$ cat config.mk
export PLATFORM = sky130hd
export DESIGN_NAME = vdp_datapath
export DESIGN_NICKNAME = d
export VERILOG_FILES = /design/src/rtl/vdp_datapath.sv
export SDC_FILE = /design/constraint.sdc
export NUM_CORES = 1
export LEC_CHECK = 0
export BUFFER_PORTS_ARGS = -buffer_cell sky130_fd_sc_hd__buf_2
export CAP_MARGIN = 0
export CELL_PAD_IN_SITES_DETAIL_PLACEMENT = 0
export CELL_PAD_IN_SITES_GLOBAL_PLACEMENT = 1
export CORE_ASPECT_RATIO = 0.8
export CORE_MARGIN = 2
export CORE_UTILIZATION = 54
export CTS_CLUSTER_SIZE = 25
export DETAILED_ROUTE_END_ITERATION = 10
export PLACE_DENSITY_LB_ADDON = 0.1
export SETUP_SLACK_MARGIN = 0.02
export SLEW_MARGIN = 10
export SYNTH_ARGS = -nofsm -noshare
export SYNTH_HDL_FRONTEND = slang
export SYNTH_SLANG_ARGS = --single-unit
export TNS_END_PERCENT = 10
$ cat constraint.sdc
create_clock -name clk -period 19 [get_ports clk]
set_input_delay 2.85 -clock clk [delete_from_list [all_inputs] [get_ports clk]]
set_output_delay 2.85 -clock clk [all_outputs]
set_load 0.01 [all_outputs]
$ cat src/rtl/vdp_datapath.sv
// Fixed-point forward-Euler datapath for the Van der Pol oscillator, sequenced by an
// external step controller, with a small valid/ready FIFO holding committed (x, y) samples.
module vdp_datapath #(
  parameter int WIDTH = 16,
  parameter int FRAC  = 12,
  parameter int H     = 256,
  parameter int HMU   = 256,
  parameter int DEPTH = 4
) (
  input  logic             clk,
  input  logic             reset,
  input  logic             load,
  input  logic [WIDTH-1:0] x_init,
  input  logic [WIDTH-1:0] y_init,
  input  logic [2:0]       state,
  input  logic [1:0]       mux_sel,
  input  logic             alu_sub,
  input  logic             done,
  output logic             out_valid,
  input  logic             out_ready,
  output logic [WIDTH-1:0] out_x,
  output logic [WIDTH-1:0] out_y,
  output logic             sat_flag,
  output logic             overflow
);

  localparam int AW = $clog2(DEPTH);
  localparam logic [WIDTH-1:0] SAT_MAX = {1'b0, {(WIDTH-1){1'b1}}};
  localparam logic [WIDTH-1:0] SAT_MIN = {1'b1, {(WIDTH-1){1'b0}}};
  localparam logic signed [WIDTH-1:0] H_Q   = WIDTH'(H);
  localparam logic signed [WIDTH-1:0] HMU_Q = WIDTH'(HMU);

  // Both helpers return {saturated, value}.
  function automatic logic [WIDTH:0] mul_sat(input logic signed [WIDTH-1:0] a,
                                             input logic signed [WIDTH-1:0] b);
    logic signed [2*WIDTH-1:0] prod;
    logic signed [2*WIDTH-1:0] shr;
    prod = a * b;
    shr  = prod >>> FRAC;
    if (&shr[2*WIDTH-1:WIDTH-1] || ~|shr[2*WIDTH-1:WIDTH-1])
      mul_sat = {1'b0, shr[WIDTH-1:0]};
    else
      mul_sat = {1'b1, shr[2*WIDTH-1] ? SAT_MIN : SAT_MAX};
  endfunction

  function automatic logic [WIDTH:0] add_sat(input logic signed [WIDTH-1:0] a,
                                             input logic signed [WIDTH-1:0] b,
                                             input logic                    sub);
    logic signed [WIDTH:0] sum;
    if (sub) sum = {a[WIDTH-1], a} - {b[WIDTH-1], b};
    else     sum = {a[WIDTH-1], a} + {b[WIDTH-1], b};
    if (sum[WIDTH] == sum[WIDTH-1])
      add_sat = {1'b0, sum[WIDTH-1:0]};
    else
      add_sat = {1'b1, sum[WIDTH] ? SAT_MIN : SAT_MAX};
  endfunction

  logic signed [WIDTH-1:0] x, y;
  logic signed [WIDTH-1:0] t1, t2, t3, t4, t5, t6, t7, t_xn;
  logic signed [WIDTH-1:0] m0_a, m0_b, m1_a, m1_b, add_a, add_b;
  logic [WIDTH:0]          m0_r, m1_r, add_r, cy_r;
  logic                    work, op_sat, sat_any;

  logic [WIDTH-1:0] fifo_x [DEPTH];
  logic [WIDTH-1:0] fifo_y [DEPTH];
  logic [AW:0]      wr_ptr, rd_ptr;
  logic             empty, full, pop, push;

  assign work = (state != 3'd0);

  // Two shared multipliers and one adder, operands steered by the controller's mux_sel.
  always_comb begin
    m0_a  = x;
    m0_b  = x;
    m1_a  = H_Q;
    m1_b  = y;
    add_a = x;
    add_b = t2;
    case (mux_sel)
      2'b01: begin
        m0_a = HMU_Q;
        m0_b = y;
        m1_a = H_Q;
        m1_b = x;
      end
      2'b10: begin
        m0_a  = t3;
        m0_b  = t1;
        add_a = t3;
        add_b = t4;
      end
      2'b11: begin
        add_a = t6;
        add_b = t5;
      end
      default: ;
    endcase
  end

  assign m0_r  = mul_sat(m0_a, m0_b);
  assign m1_r  = mul_sat(m1_a, m1_b);
  assign add_r = add_sat(add_a, add_b, alu_sub);
  assign cy_r  = add_sat(y, t7, 1'b0);

  // Only results that are actually written may raise the saturation flag.
  always_comb begin
    op_sat = 1'b0;
    case (mux_sel)
      2'b00:   op_sat = m0_r[WIDTH] | m1_r[WIDTH];
      2'b01:   op_sat = m0_r[WIDTH] | m1_r[WIDTH] | add_r[WIDTH];
      2'b10:   op_sat = m0_r[WIDTH] | add_r[WIDTH];
      default: op_sat = add_r[WIDTH];
    endcase
    sat_any = (work & op_sat) | (done & cy_r[WIDTH]);
  end

  always_ff @(posedge clk or negedge reset) begin
    if (!reset) begin
      t1   <= '0;
      t2   <= '0;
      t3   <= '0;
      t4   <= '0;
      t5   <= '0;
      t6   <= '0;
      t7   <= '0;
      t_xn <= '0;
    end else if (work) begin
      case (mux_sel)
        2'b00: begin
          t1 <= m0_r[WIDTH-1:0];
          t2 <= m1_r[WIDTH-1:0];
        end
        2'b01: begin
          t3   <= m0_r[WIDTH-1:0];
          t4   <= m1_r[WIDTH-1:0];
          t_xn <= add_r[WIDTH-1:0];
        end
        2'b10: begin
          t5 <= m0_r[WIDTH-1:0];
          t6 <= add_r[WIDTH-1:0];
        end
        default: t7 <= add_r[WIDTH-1:0];
      endcase
    end
  end

  always_ff @(posedge clk or negedge reset) begin
    if (!reset) begin
      x <= '0;
      y <= '0;
    end else if (done) begin
      x <= t_xn;
      y <= cy_r[WIDTH-1:0];
    end else if (load && !work) begin
      x <= x_init;
      y <= y_init;
    end
  end

  assign empty = (wr_ptr == rd_ptr);
  assign full  = (wr_ptr[AW] != rd_ptr[AW]) && (wr_ptr[AW-1:0] == rd_ptr[AW-1:0]);
  assign pop   = out_valid & out_ready;
  // A full FIFO still accepts the commit when the head leaves in the same cycle.
  assign push  = done & (~full | pop);

  always_ff @(posedge clk or negedge reset) begin
    if (!reset) begin
      wr_ptr <= '0;
      rd_ptr <= '0;
      for (int i = 0; i < DEPTH; i++) begin
        fifo_x[i] <= '0;
        fifo_y[i] <= '0;
      end
    end else begin
      if (push) begin
        fifo_x[wr_ptr[AW-1:0]] <= t_xn;
        fifo_y[wr_ptr[AW-1:0]] <= cy_r[WIDTH-1:0];
        wr_ptr                 <= wr_ptr + 1'b1;
      end
      if (pop) rd_ptr <= rd_ptr + 1'b1;
    end
  end

  always_ff @(posedge clk or negedge reset) begin
    if (!reset) begin
      sat_flag <= 1'b0;
      overflow <= 1'b0;
    end else begin
      sat_flag <= sat_flag | sat_any;
      overflow <= overflow | (done & full & ~pop);
    end
  end

  assign out_valid = ~empty;
  assign out_x     = empty ? '0 : fifo_x[rd_ptr[AW-1:0]];
  assign out_y     = empty ? '0 : fifo_y[rd_ptr[AW-1:0]];

endmodule

# Word level (Yosys, flattened, before mapping)
# Cells that the tools add are included.
word_totals:
  out_inout_bits: 35
  input_bits: 43
  word_cells: 102
  regBits: 288
classes:
  bitwise: 17
  eq_ne: 8
  n_mux: 29
  n_reduce_logical: 17
  mul: 1
  n_lt_le_gt_ge: 3
  add_sub_neg: 5
op_table:
  columns: ["op", "count"]
  rows:
  - ["2-to-1 mux 16 bit", 15]
  - ["bitwise mux 64 bit", 2]
  - ["one-hot mux 16 bit (2 select lines)", 4]
  - ["2-to-1 mux 17 bit", 4]
  - ["binary-select mux 16 bit (select 2 bit)", 2]
  - ["adder 16 x 16 -> 17 bit", 2]
  - ["demux 16 bit (select 2 bit)", 1]
  - ["multiplier 16 x 16 -> 32 bit", 1]
  - ["subtractor 16 x 16 -> 17 bit", 1]
  - ["AND reduction 2 bit", 4]
  - ["adder 3 x 1 -> 3 bit, second input constant", 2]
  - ["bitwise AND 1 bit", 6]
  - [">= comparator 3 bit, second input constant", 2]
  - ["NOT 2 -> 3 bit", 2]
  - ["bitwise OR 1 bit", 5]
  - ["AND reduction 5 bit", 1]
  - ["OR reduction 5 bit", 1]
  - ["equality test 2 bit, second input constant", 2]
  - ["NOT 1 bit", 4]
  - ["equality test 3 bit", 1]
  - ["logical AND 1 bit", 3]
  - ["< comparator 3 x 1 -> 1 bit, second input constant", 1]
  - ["nonzero test 3 bit", 1]
  - ["OR reduction 3 bit", 1]
  - ["other kinds (10)", 12]

# Depth between registers and ports, before layout
logic_depth:
  ltp_word: 12
  ltp_mapped: 34
  ltp_nobuf: 29

# Worst setup path before layout
# No wires, ideal clock.
synth_path:
  kind: "input -> register"
  startpoint: "in mux_sel[0]"
  endpoint: "reg sat_flag"
  stages: 29
  setup_ns: 0.131
  slack_ns: 8.379
  required_time_ns: 18.869
  n_path_buf: 4
  arrival_ns: 10.489
  path_cell_list: "inv_1 > ha_1 > buf_2 > clkbuf_1 > clkbuf_1 > a22oi_1 > a21oi_1 > clkbuf_1 > nand2_1 > fa_1 > inv_1 > fa_1 > fa_1 > inv_1 > fa_1 > inv_1 > fa_1 > fa_1 > ha_1 > or2_2 > a21oi_1 > nand2b_1 > o22ai_1 > a211oi_1 > xor2_1 > a21boi_1 > nand3_1 > and3_1 > or3_1"
synth_via:
  elab_chain_cells: 12
  word_cells_on_any_way: 25
  cone_classes: "add/sub: 2; mul: 1; eq/ne: 4; mux: 8; bitwise: 4; reduce/logical: 6"
synth_rtl:
  columns: ["item", "line", "text"]
  rows:
  - ["from (decl)", "16", "input logic [1:0] mux_sel,"]
  - ["equality test 2 bit / equality test 2 x 1 -> 1 bit (equally long branches)", "79, 108", null]
  - ["one-hot mux 16 bit (2 select lines)", "79", "case (mux_sel)"]
  - ["multiplier 16 x 16 -> 32 bit", "38", "prod = a * b;"]
  - ["OR reduction 5 bit", "40", "if (&shr[2*WIDTH-1:WIDTH-1] || ~|shr[2*WIDTH-1:WIDTH-1])"]
  - ["zero test 1 bit", "40", null]
  - ["logical OR 1 bit", "40", null]
  - ["2-to-1 mux 17 bit", "40", null]
  - ["bitwise OR 1 bit", "110, 111", null]
  - ["one-hot mux 1 bit (2 select lines) (*)", "108", "case (mux_sel)"]
  - ["bitwise AND 1 bit (*)", "114", "sat_any = (work & op_sat) | (done & cy_r[WIDTH]);"]
  - ["bitwise OR 1 bit (*)", "114", null]
  - ["bitwise OR 1 bit (*)", "189", "sat_flag <= sat_flag | sat_any;"]
  - ["to (signal assigned)", "189", null]
  - ["to (decl)", "23", "output logic sat_flag,"]
# Mark *: on every way between the ends. The rest lies on a longest branch, timed or not.
# A chain may end at the register's enable or synchronous reset.

# Final worst setup path
layout_path:
  startpoint: "in mux_sel[1]"
  endpoint: "reg t5[3]"
layout_via:
  elab_chain_cells: 7
  word_cells_on_any_way: 12
  cone_classes: "mul: 1; eq/ne: 2; mux: 4; reduce/logical: 5"
layout_rtl:
  columns: ["item", "line", "text"]
  rows:
  - ["equality test 2 bit / equality test 2 x 1 -> 1 bit (equally long branches)", "79, 128", null]
  - ["one-hot mux 16 bit (2 select lines)", "79", null]
  - ["multiplier 16 x 16 -> 32 bit", "38", null]
  - ["OR reduction 5 bit", "40", null]
  - ["zero test 1 bit", "40", null]
  - ["logical OR 1 bit", "40", null]
  - ["2-to-1 mux 17 bit", "40", null]
  - ["to (signal assigned)", "139", "t5 <= m0_r[WIDTH-1:0];"]
  - ["to (decl)", "59", "logic signed [WIDTH-1:0] t1, t2, t3, t4, t5, t6, t7, t_xn;"]
# Several ways; a longest one is shown, not always the timed one.

==> metrics.txt <==
Resize count post-CTS 0; post-DR wirelength/cell 22.0 µm; row count 70; number of flops mapped to enable cells by yosys 0; area of the multi-input gates 15,900 µm²; Post-Syn Nets 3,080; ANT cells 0; largest area contributor in the netlist dfrtp_1; Max Cap Viol 0; routed vias 19,232; most numerous cell in the Yosys netlist nand2_1; class of the most critical hold timing path reg2reg; largest net degree at the start of global routing 92; RePlAce Congestion 0.922; layout cell share with drive strength beyond 1 0.117; top-area cell type share of the netlist area 0.290; Starting Density 0.545; Port Buffers 77; status finished clean; Seq. cell area 7210 µm²; clk_lat worst skew 550 ps; Num CTS Buffers 26; CP Capture Type register; Die Area 47,700 µm²; Setup TNS 0 ps; worst reg-to-reg setup slack 10,220 ps; CP delay by family, top adder cells; Clock Pin Slew Worst Setup and Hold Paths 80 ps; DRT Pass-1 Iters 8; dpl cell area 25,900 µm²; clock buffer depth 3; path depth of the worst reg2reg path 24; crit path max-delay cell type a21oi_2; Synth warnings 0; relative slew slack 0.187; Netlist cell types 76; Clock Skew 18.8 ps; Slew @ Worst Pin 1220 ps; Core ar. 45,500 µm²; Area contributors post-synth dfrtp_1 29%, fa_1 21%, ha_1 6.3%, nand2_1 6.0%, inv_1 4.9%; post-synthesis register bit count 288; Cells after Synth 2,648; CP Class in2reg; RR Endpoint t5[3]; first-pass GRT wire length 114,000 µm; drt initial violations 1,675; Setup Buffers After CTS 0; Seq/Total Area, Yosys 0.290; HP Start fifo_y[15]; cell mode on critical path fa_1; CP max FO 91; synthesized area 24,800 µm²; fillcell total 4,047; Hold EP fifo_y[15]; Final Instance Area 26,800 µm²; Post-DP HPWL 56,600 µm; crit path time final 11,780 ps; WL final 72,400 µm; H-tree levels 1; total grt overflow 0; Synth-to-Final Area Change 7.97%; Max Freq 84.9 MHz; unrepaired setup endpoints after global routing no; most instantiated cells after synthesis 400 x nand2_1, 324 x inv_1, 288 x dfrtp_1; Die H 196 µm; # IOs 78; Startpoint Class input pin; Die Wd 244 µm; hold buffers post-CTS 0; Crit path arrival time 12,220 ps; worst path bufs/invs 6; gr usage total 0.312; Worst Hold Margin 479 ps; count of pins over their slew limit 0; reg2reg start x[15]; Nets 3,096; post-route ant nets 0; Clock Sinks 288; CTS root buf clkbuf_16; TritonCTS clock tree done; Async S/R FF share, synth 1.00; Hold Path Stages 2; period utilisation layout 0.620; drc violations 0; number of global-route vias before repair 19,464; Max stage delay on crit path 860 ps; Synth Area per Inst 9.38 µm²; initial antenna violation count 3; Vias/cell 5.84; Final Hold Fails 0; setup violators final 0; Critical Path RT 19,440 ps; ys flop type dfrtp_1
[cell families after synthesis]
| group | Yosys count | synth area share |
|---|---|---|
| AND/OR/NAND/NOR | 775 | 0.136 |
| AO/OA/AOI/OAI | 548 | 0.135 |
| buffers and inverters | 457 | 0.0697 |
| adder cells (fa/ha/maj) | 389 | 0.275 |
| flip-flops | 288 | 0.290 |
| multiplexers | 120 | 0.0680 |
| XOR/XNOR | 71 | 0.0253 |
[final cells by class]
type,instances,area share
well taps,612,0.0285
inverters,324,0.0453
flip-flops and latches,288,0.269
clock buffers,34,0.0280
repair buffers,121,0.0271
clock inverters,13,0.00765
multi-input cells,1903,0.595
[layer usage]
layer	global-route usage	part of all wire	vias to the layer above
met5	0	0.000097	-
met4	0.0578	0.021	2
met3	0.0791	0.089	98
met2	0.458	0.43	632
met1	0.472	0.46	9800
li1	-	-	8700
[worst min-delay path: stages, from the launching register on]
cell and delay (ps):
dfrtp_1 340, nand2_1 50, o21ai_0 60
[metrics by stage]
step           utilization  setup slack (ps)  std cells
6_report             0.589              7220       3295
3_3_place_gp         0.568              6760       3248
5_1_grt              0.589              6830       3295
3_5_place_dp         0.568              6740       3248
2_1_floorplan            -              8380       2648
4_1_cts              0.589              7300       3295
[cell usage in the layout (no fill, tap or decap), types with 8 or more instances in the layout]
cell type,count
o31ai_1,8
o21ai_1,81
a211oi_1,20
a21oi_2,9
o21a_1,34
and3_1,13
a21o_1,22
nand2_1,394
mux2_2,71
nor3_1,13
nor2b_1,59
a22o_1,14
inv_1,324
fa_1,263
o211ai_1,8
a21oi_1,95
nor2_1,191
mux2i_1,17
a22oi_1,27
nand2b_1,18
o21ai_0,170
xor2_1,28
xnor2_1,42
buf_4,44
buf_2,76
dfrtp_1,287
ha_1,124
clkbuf_16,27
mux4_2,32
nand3_1,30
and2_1,11
[state kept, by name, summed over array words and instances, names as in the netlist]
register and cells:
fifo_x 64, fifo_y 64, t1 16, t3 16, t5 16, t6 16
t7 16, t_xn 16, x 16, y 16, t2 12, t4 12
rd_ptr 3, wr_ptr 3, overflow 1, sat_flag 1
[worst max-delay path by stage]
| stage | startpoint | to | slack [ps] | depth (start not counted) |
|---|---|---|---|---|
| after floorplan | mux_sel[0] | sat_flag | 8380 | 29 |
| after global placement | mux_sel[0] | t5[3] | 6760 | 26 |
| after detailed placement | mux_sel[0] | t5[3] | 6740 | 26 |
| after CTS | mux_sel[0] | t5[3] | 7300 | 26 |
| after global routing | mux_sel[0] | t5[3] | 6830 | 26 |
| final | mux_sel[1] | t5[3] | 7220 | 26 |
Power is left out: the tool's default activity adds up to more than one toggle a clock period on the data nets, which glitch-free logic cannot reach.
